$ cat config.mk
export PLATFORM = sky130hd
export DESIGN_NAME = reward_sequencer
export DESIGN_NICKNAME = d
export VERILOG_FILES = /design/src/rtl/reward_sequencer.sv
export SDC_FILE = /design/constraint.sdc
export NUM_CORES = 1
export LEC_CHECK = 0
export ABC_AREA = 1
export CAP_MARGIN = 20
export CORE_MARGIN = 2
export CORE_UTILIZATION = 42
export DETAILED_ROUTE_END_ITERATION = 8
export HOLD_SLACK_MARGIN = 0.1
export PLACE_DENSITY = 0.79
export SLEW_MARGIN = 10
export SYNTH_ARGS = -nofsm -noshare
export SYNTH_HDL_FRONTEND = slang
export SYNTH_SLANG_ARGS = --single-unit
$ cat constraint.sdc
create_clock -name clk -period 2 [get_ports clk]
set_input_delay 0.4 -clock clk [delete_from_list [all_inputs] [get_ports clk]]
set_output_delay 0.4 -clock clk [all_outputs]
set_load 0.02 [all_outputs]
$ cat src/rtl/reward_sequencer.sv
// Packet-field sequencer: selects one reward job at a time (HB/INV ripple, MR, own INV, CHT burst, Data/SOS),
// drives the outgoing packet fields through a valid/ready handshake and owns the MR/CHT timers and HB lock.
module reward_sequencer #(
  parameter int WORD_WIDTH   = 16,
  parameter int NT_DEPTH     = 32,
  parameter int NT_IDX_W     = $clog2(NT_DEPTH),
  parameter int MR_TIMEOUT   = 15,
  parameter int CHT_TIMEOUT  = 15,
  parameter int MAX_INV_HOPS = 4
) (
  input  logic                  clk,
  input  logic                  rst,
  input  logic                  en,
  input  logic [2:0]            fPacketType,
  input  logic [WORD_WIDTH-1:0] fHopsFromCH,
  input  logic                  iAmDestination,
  input  logic                  iHaveData,
  input  logic                  low_E,
  input  logic                  role,
  input  logic [WORD_WIDTH-1:0] myNodeID,
  input  logic [WORD_WIDTH-1:0] myEnergy,
  input  logic [WORD_WIDTH-1:0] myQValue,
  input  logic [WORD_WIDTH-1:0] hopsFromSink,
  input  logic [WORD_WIDTH-1:0] chosenCH,
  input  logic [WORD_WIDTH-1:0] chosenHop,
  output logic [NT_IDX_W-1:0]   nt_index,
  input  logic [WORD_WIDTH-1:0] nt_nodeID,
  input  logic [WORD_WIDTH-1:0] nt_chosenCH,
  input  logic [WORD_WIDTH-1:0] neighborCount,
  output logic                  tx_valid,
  input  logic                  tx_ready,
  output logic [2:0]            rPacketType,
  output logic [WORD_WIDTH-1:0] rSourceID,
  output logic [WORD_WIDTH-1:0] rDestinationID,
  output logic [WORD_WIDTH-1:0] rEnergyLeft,
  output logic [WORD_WIDTH-1:0] rQValue,
  output logic [WORD_WIDTH-1:0] rSourceHops,
  output logic [WORD_WIDTH-1:0] rChosenCH,
  output logic [WORD_WIDTH-1:0] rHopsFromCH,
  output logic [WORD_WIDTH-1:0] rTimeslot,
  output logic                  busy,
  output logic                  reward_done
);

  // state  | meaning
  // IDLE   | waiting; job priority evaluated every cycle
  // SELECT | job latched, packet fields built
  // FETCH  | neighbor table read issued (nt_index on bus)
  // CHECK  | table entry sampled, member -> SEND
  // SEND   | tx_valid held until tx_ready
  // DONE   | reward_done pulse
  localparam logic [2:0] S_IDLE   = 3'd0;
  localparam logic [2:0] S_SELECT = 3'd1;
  localparam logic [2:0] S_FETCH  = 3'd2;
  localparam logic [2:0] S_CHECK  = 3'd3;
  localparam logic [2:0] S_SEND   = 3'd4;
  localparam logic [2:0] S_DONE   = 3'd5;

  localparam logic [2:0] PT_HB   = 3'b000;
  localparam logic [2:0] PT_INV  = 3'b010;
  localparam logic [2:0] PT_MR   = 3'b011;
  localparam logic [2:0] PT_CHT  = 3'b100;
  localparam logic [2:0] PT_DATA = 3'b101;
  localparam logic [2:0] PT_SOS  = 3'b110;
  localparam logic [2:0] PT_NONE = 3'b111;

  localparam logic [2:0] J_HB   = 3'd0;
  localparam logic [2:0] J_INV  = 3'd1;
  localparam logic [2:0] J_MR   = 3'd2;
  localparam logic [2:0] J_CHT  = 3'd3;
  localparam logic [2:0] J_FWD  = 3'd4;
  localparam logic [2:0] J_OWN  = 3'd5;
  localparam logic [2:0] J_DATA = 3'd6;
  localparam logic [2:0] J_SOS  = 3'd7;

  logic [2:0]            state;
  logic [2:0]            job;
  logic [2:0]            sel_job;
  logic                  sel_valid;
  logic                  take_job;
  logic                  accept;
  logic                  fwd_sos;
  logic                  hb_lock;
  logic                  role_q;
  logic                  role_rise;
  logic                  inv_ok;
  logic                  mr_armed;
  logic                  cht_armed;
  logic                  mr_exp;
  logic                  cht_exp;
  logic                  idx_last;
  logic                  member;
  logic [WORD_WIDTH-1:0] mr_count;
  logic [WORD_WIDTH-1:0] cht_count;
  logic [WORD_WIDTH-1:0] inv_hops;
  logic [WORD_WIDTH-1:0] hops_from_ch;
  logic [WORD_WIDTH-1:0] data_dest;

  assign busy        = (state != S_IDLE);
  assign reward_done = (state == S_DONE);
  assign role_rise   = role & ~role_q;
  assign inv_ok      = en && (fPacketType == PT_INV) && (fHopsFromCH < WORD_WIDTH'(MAX_INV_HOPS));
  assign mr_exp      = mr_armed && (mr_count == '0);
  assign cht_exp     = cht_armed && (cht_count == '0);
  assign take_job    = (state == S_IDLE) && sel_valid;
  assign accept      = (state == S_SEND) && tx_valid && tx_ready;
  assign member      = (nt_chosenCH == myNodeID);
  assign data_dest   = (hopsFromSink == WORD_WIDTH'(1)) ? '0 : chosenHop;
  // Last entry either by count or by table size, so the index can never run off the table.
  assign idx_last    = (nt_index == NT_IDX_W'(NT_DEPTH - 1)) ||
                       ((WORD_WIDTH'(nt_index) + WORD_WIDTH'(1)) >= neighborCount);

  always_comb begin
    sel_valid = 1'b1;
    sel_job   = J_HB;
    if (cht_exp && role)                                                   sel_job = J_CHT;
    else if (mr_exp && !role)                                              sel_job = J_MR;
    else if (en && (fPacketType == PT_HB) && !hb_lock)                     sel_job = J_HB;
    else if (inv_ok)                                                       sel_job = J_INV;
    else if (en && ((fPacketType == PT_DATA) || (fPacketType == PT_SOS)) && iAmDestination)
                                                                           sel_job = J_FWD;
    else if (role_rise)                                                    sel_job = J_OWN;
    else if (iHaveData)                                                    sel_job = J_DATA;
    else if (low_E)                                                        sel_job = J_SOS;
    else                                                                   sel_valid = 1'b0;
  end

  always_ff @(posedge clk) begin
    if (rst) begin
      mr_armed <= 1'b0;
      mr_count <= '0;
    end else if (role) begin
      mr_armed <= 1'b0;
      mr_count <= '0;
    end else if (take_job && (sel_job == J_MR)) begin
      mr_armed <= 1'b0;
    end else if (inv_ok && !mr_armed) begin
      mr_armed <= 1'b1;
      mr_count <= WORD_WIDTH'(MR_TIMEOUT);
    end else if (mr_count != '0) begin
      mr_count <= mr_count - WORD_WIDTH'(1);
    end
  end

  always_ff @(posedge clk) begin
    if (rst) begin
      cht_armed <= 1'b0;
      cht_count <= '0;
    end else if (!role) begin
      cht_armed <= 1'b0;
      cht_count <= '0;
    end else if (take_job && (sel_job == J_CHT)) begin
      cht_armed <= 1'b0;
    end else if (accept && (job == J_OWN)) begin
      cht_armed <= 1'b1;
      cht_count <= WORD_WIDTH'(CHT_TIMEOUT);
    end else if (cht_count != '0) begin
      cht_count <= cht_count - WORD_WIDTH'(1);
    end
  end

  always_ff @(posedge clk) begin
    if (rst) begin
      hb_lock <= 1'b0;
      role_q  <= 1'b0;
    end else begin
      role_q <= role;
      if (take_job && (sel_job == J_HB))
        hb_lock <= 1'b1;
      else if (en && (fPacketType == PT_DATA))
        hb_lock <= 1'b0;
    end
  end

  always_ff @(posedge clk) begin
    if (rst) begin
      state          <= S_IDLE;
      job            <= J_HB;
      fwd_sos        <= 1'b0;
      inv_hops       <= '0;
      hops_from_ch   <= '0;
      nt_index       <= '0;
      tx_valid       <= 1'b0;
      rPacketType    <= PT_NONE;
      rSourceID      <= '0;
      rDestinationID <= '1;
      rEnergyLeft    <= '0;
      rQValue        <= '0;
      rSourceHops    <= '0;
      rChosenCH      <= '0;
      rHopsFromCH    <= '0;
      rTimeslot      <= '0;
    end else begin
      case (state)
        S_IDLE: begin
          if (sel_valid) begin
            job      <= sel_job;
            inv_hops <= fHopsFromCH;
            fwd_sos  <= (fPacketType == PT_SOS);
            state    <= S_SELECT;
          end
        end
        S_SELECT: begin
          rSourceID      <= myNodeID;
          rEnergyLeft    <= myEnergy;
          rQValue        <= myQValue;
          rSourceHops    <= hopsFromSink;
          rChosenCH      <= chosenCH;
          rTimeslot      <= '0;
          rHopsFromCH    <= hops_from_ch;
          rDestinationID <= '1;
          tx_valid       <= 1'b1;
          state          <= S_SEND;
          case (job)
            J_HB:  rPacketType <= PT_HB;
            J_INV: begin
              rPacketType  <= PT_INV;
              rHopsFromCH  <= inv_hops + WORD_WIDTH'(1);
              hops_from_ch <= inv_hops + WORD_WIDTH'(1);
            end
            J_OWN: begin
              rPacketType  <= PT_INV;
              rHopsFromCH  <= '0;
              hops_from_ch <= '0;
            end
            J_MR: begin
              rPacketType    <= PT_MR;
              rDestinationID <= chosenCH;
            end
            J_CHT: begin
              rPacketType <= PT_CHT;
              nt_index    <= '0;
              tx_valid    <= 1'b0;
              state       <= (neighborCount == '0) ? S_DONE : S_FETCH;
            end
            J_FWD: begin
              rPacketType    <= fwd_sos ? PT_SOS : PT_DATA;
              rDestinationID <= data_dest;
            end
            J_DATA: begin
              rPacketType    <= PT_DATA;
              rDestinationID <= data_dest;
            end
            default: begin
              rPacketType    <= PT_SOS;
              rDestinationID <= data_dest;
            end
          endcase
        end
        S_FETCH: state <= S_CHECK;
        S_CHECK: begin
          if (member) begin
            rDestinationID <= nt_nodeID;
            rTimeslot      <= rTimeslot + WORD_WIDTH'(1);
            tx_valid       <= 1'b1;
            state          <= S_SEND;
          end else if (idx_last) begin
            state <= S_DONE;
          end else begin
            nt_index <= nt_index + NT_IDX_W'(1);
            state    <= S_FETCH;
          end
        end
        S_SEND: begin
          if (tx_ready) begin
            tx_valid <= 1'b0;
            if ((job == J_CHT) && !idx_last) begin
              nt_index <= nt_index + NT_IDX_W'(1);
              state    <= S_FETCH;
            end else begin
              state <= S_DONE;
            end
          end
        end
        S_DONE:  state <= S_IDLE;
        default: state <= S_IDLE;
      endcase
    end
  end

endmodule

==> qor.yml <==
clocking:
  cts_made_buffers: 17
  cts_tree: "built"
  numClockSinks: 196
  cts_hold_buf: 0
  clk_path_buf_depth: 2
  clock_latency_ns: 0.45
  path_clk_slew_ns: 0.07
  root_buffer: "clkbuf_16"
  htreeDepth: 4
pwr:
  powerDensity_nw_per_um2: 1420
  switching_share_pct: 43.1
  vdd.ir_drop.worst_mv: 0.623
  switching_power_w: 0.00860
  finalPower_w: 0.0200
  p_seq_share_pct: 29.8
  p_leak_nw: 6.02
  p_clk_share_pct: 17.3
  p_comb_share_pct: 52.9
  p_int_w: 0.0114
setup_path:
  crit_fanout: 8
  crit_required_ns: 2.33
  crit_type: "flip-flop to flip-flop"
  start_kind: "flip-flop"
  critPathArrivalTime_ns: 2.59
  end_kind: "flip-flop"
yosys:
  synth_cells: 1223
  postSynth.asyncResetShare_pct: 0
  yosys_warnings: 0
  synth_cell_types: 52
  avgSynthCellArea_um2: 7.52
  synth_area_um2: 9200
  synth_edf_count: 0
  synthFlopType: "dfxtp_1"
  synth_seq_cells: 196
  synth_nets: 1406
  yosysSeqAreaShare_pct: 42.6
cells_and_area:
  diodes: 0
  drive_gt1_share_pct: 13.1
  area_growth_pct: 52.3
  stdcell_count: 1898
  post-route-cell-area_um2: 14000
  layout_commonest_cell: "clkdlybuf4s50_1"
  final_util_pct: 64.6
  final_cell_mix: "300 x clkdlybuf4s50_1, 224 x nand2_1, 193 x dfxtp_1, 127 x nor2_1, 127 x inv_1"
  nets: 1788
  n_fill_cell: 1797
routing:
  totalWireLength_um: 31000
  vias: 9892
  ant_nets: 0
  drc: 0
  routed_via_density: 5.21
  first_pass_iters: 5
  routedWlPerCell_um: 16.3
  drtIter0Drc: 588
sta:
  fin_setup_tns_ns: -1.61
  rsz0062_at_grt: "yes"
  hold_violations: 0
  max_freq_ghz: 0.443
  fin_worst_skew_ns: 0.0162
  worst_pin_slew_ns: 0.707
  setup_slack_ns: -0.259
  period_share_pct: 113
  setup_viol: 8
  max-slew-margin-rel_pct: 52.8
  period_needed_ns: 2.26
  drv_slew: 0
global_routing:
  antenna_found_initial: 0
  grt_pass1_vias: 9691
  grt_usage_pct: 26.2
  grt_pass1_wl_um: 49700
  grt_overflow_total: 0
  grt_max_degree: 77
placement:
  place_congestion: 0.894
  detailed_place_hpwl_um: 23400
  placed_cells: 1858
  placed_area_um2: 13200
  portBuffers: 309
floorplanning:
  die_h_um: 152
  rows: 54
  die_area_um2: 23100
  boundaryPins: 310
  initial_core_util_pct: 42.4
  core_um2: 21700
  dieWidth_um: 152
outcome:
  failed_checks: "setup timing"
  status: "finished, violations left"
hold_path:
  hp-class: "flip-flop to flip-flop"
run:
  cap_violations: 0
power groups by stage:
stage	clock network (W)	registers [W]	logic, W
after floorplan	0	0.00674	0.00533
after CTS	0.00349	0.00593	0.0101
after detailed placement	0	0.00599	0.0100
after global placement	0	0.00596	0.00982
after global routing	0.00366	0.00610	0.0115
final	0.00344	0.00596	0.0106
registers in the layout, summed over array words and instances, names as in the netlist, 5 cells and up:
register / cells
rTimeslot: 16
rQValue: 16
mr_count: 16
hops_from_ch: 16
cht_count: 16
rSourceHops: 16
rEnergyLeft: 16
rSourceID: 16
inv_hops: 16
rChosenCH: 16
rDestinationID: 16
nt_index: 5
metal layers:
layer  track usage [%]  vias up  share of wire [%]
li1                  -     4884                  -
met2              43.3      388                 48
met5                 0        -                  0
met4              8.86        0                2.6
met3              6.79       66                7.6
met1              33.5     4554                 42
worst max-delay path, cell delays in order, from the launching register on:
cell and delay (ns):
dfxtp_4 0.36, ha_4 0.17, nand2_4 0.07, nor2_4 0.04, ha_4 0.27, ha_4 0.19, nand2_2 0.06, inv_2 0.03
nand2_2 0.05, nor2_1 0.04, nor2_1 0.09, nand2_1 0.07, nand2_2 0.08, nand2_2 0.08, nand2_2 0.07, inv_2 0.04
nor2_4 0.23, nand3_2 0.10, nand2_1 0.07, nor2_1 0.04
Yosys cell counts (13+ instances only):
cell,n,share of area [%]
nand2_1,231,9.4
dfxtp_1,196,43
nor2_1,131,5.3
inv_1,130,5.3
nand3_1,85,4.6
a22o_1,61,5.8
o21ai_0,59,3.2
a21oi_1,57,3.1
nand4_1,33,2.2
clkbuf_1,23,0.94
xor2_1,23,2.2
a31oi_1,21,1.4
nor3_1,21,1.1
o211ai_1,19,1.6
nor4_1,13,0.88
worst paths after layout:
| kind | startpoint | depth (start not counted) | slack [ns] | to |
|---|---|---|---|---|
| min reg2reg | rSourceHops[7] | 2 | 0.46 | rSourceHops[7] |
| max | nt_index[1] | 19 | -0.26 | nt_index[1] |
| max reg2reg | nt_index[1] | 19 | -0.26 | nt_index[1] |
| min | rSourceHops[7] | 2 | 0.46 | rSourceHops[7] |
cell families after synthesis:
family,count (synthesis),share of synthesized area (%)
adders and majority gates,12,1.63
xor gates and xnor gates,30,2.86
buffers and inverters,186,8.16
AOI/OAI and AO/OA,240,17.1
DFF,196,42.6
and+or+nand+nor,559,27.6
through the flow:
stage,setup slack (ns),hold WS [ns]
floorplan,-0.217,0.431
global placement,-0.391,0.438
detailed placement,-0.445,0.444
CTS,-0.292,0.464
global route,-0.449,0.483
finish,-0.259,0.459
final cells by class:
| class | instances | area, um^2 | share of cell area [%] |
|---|---|---|---|
| multi-input combinational | 842 | 4680 | 33.4 |
| sequential | 196 | 3930 | 28.1 |
| timing repair buffer | 406 | 3930 | 28.1 |
| inverter | 142 | 533 | 3.80 |
| clock buffer | 17 | 425 | 3.04 |
| tap | 280 | 350 | 2.50 |
| clock inverter | 15 | 161 | 1.15 |
timing repair:
action | in CTS | in global routing
endpoints found under the setup margin | 12 | 50
gates cloned | 0 | 1
gates resized for setup | 9 | 33
pin swaps | 2 | 22
buffers inserted | 1 | 6
(Power assumes the default switching activity.)
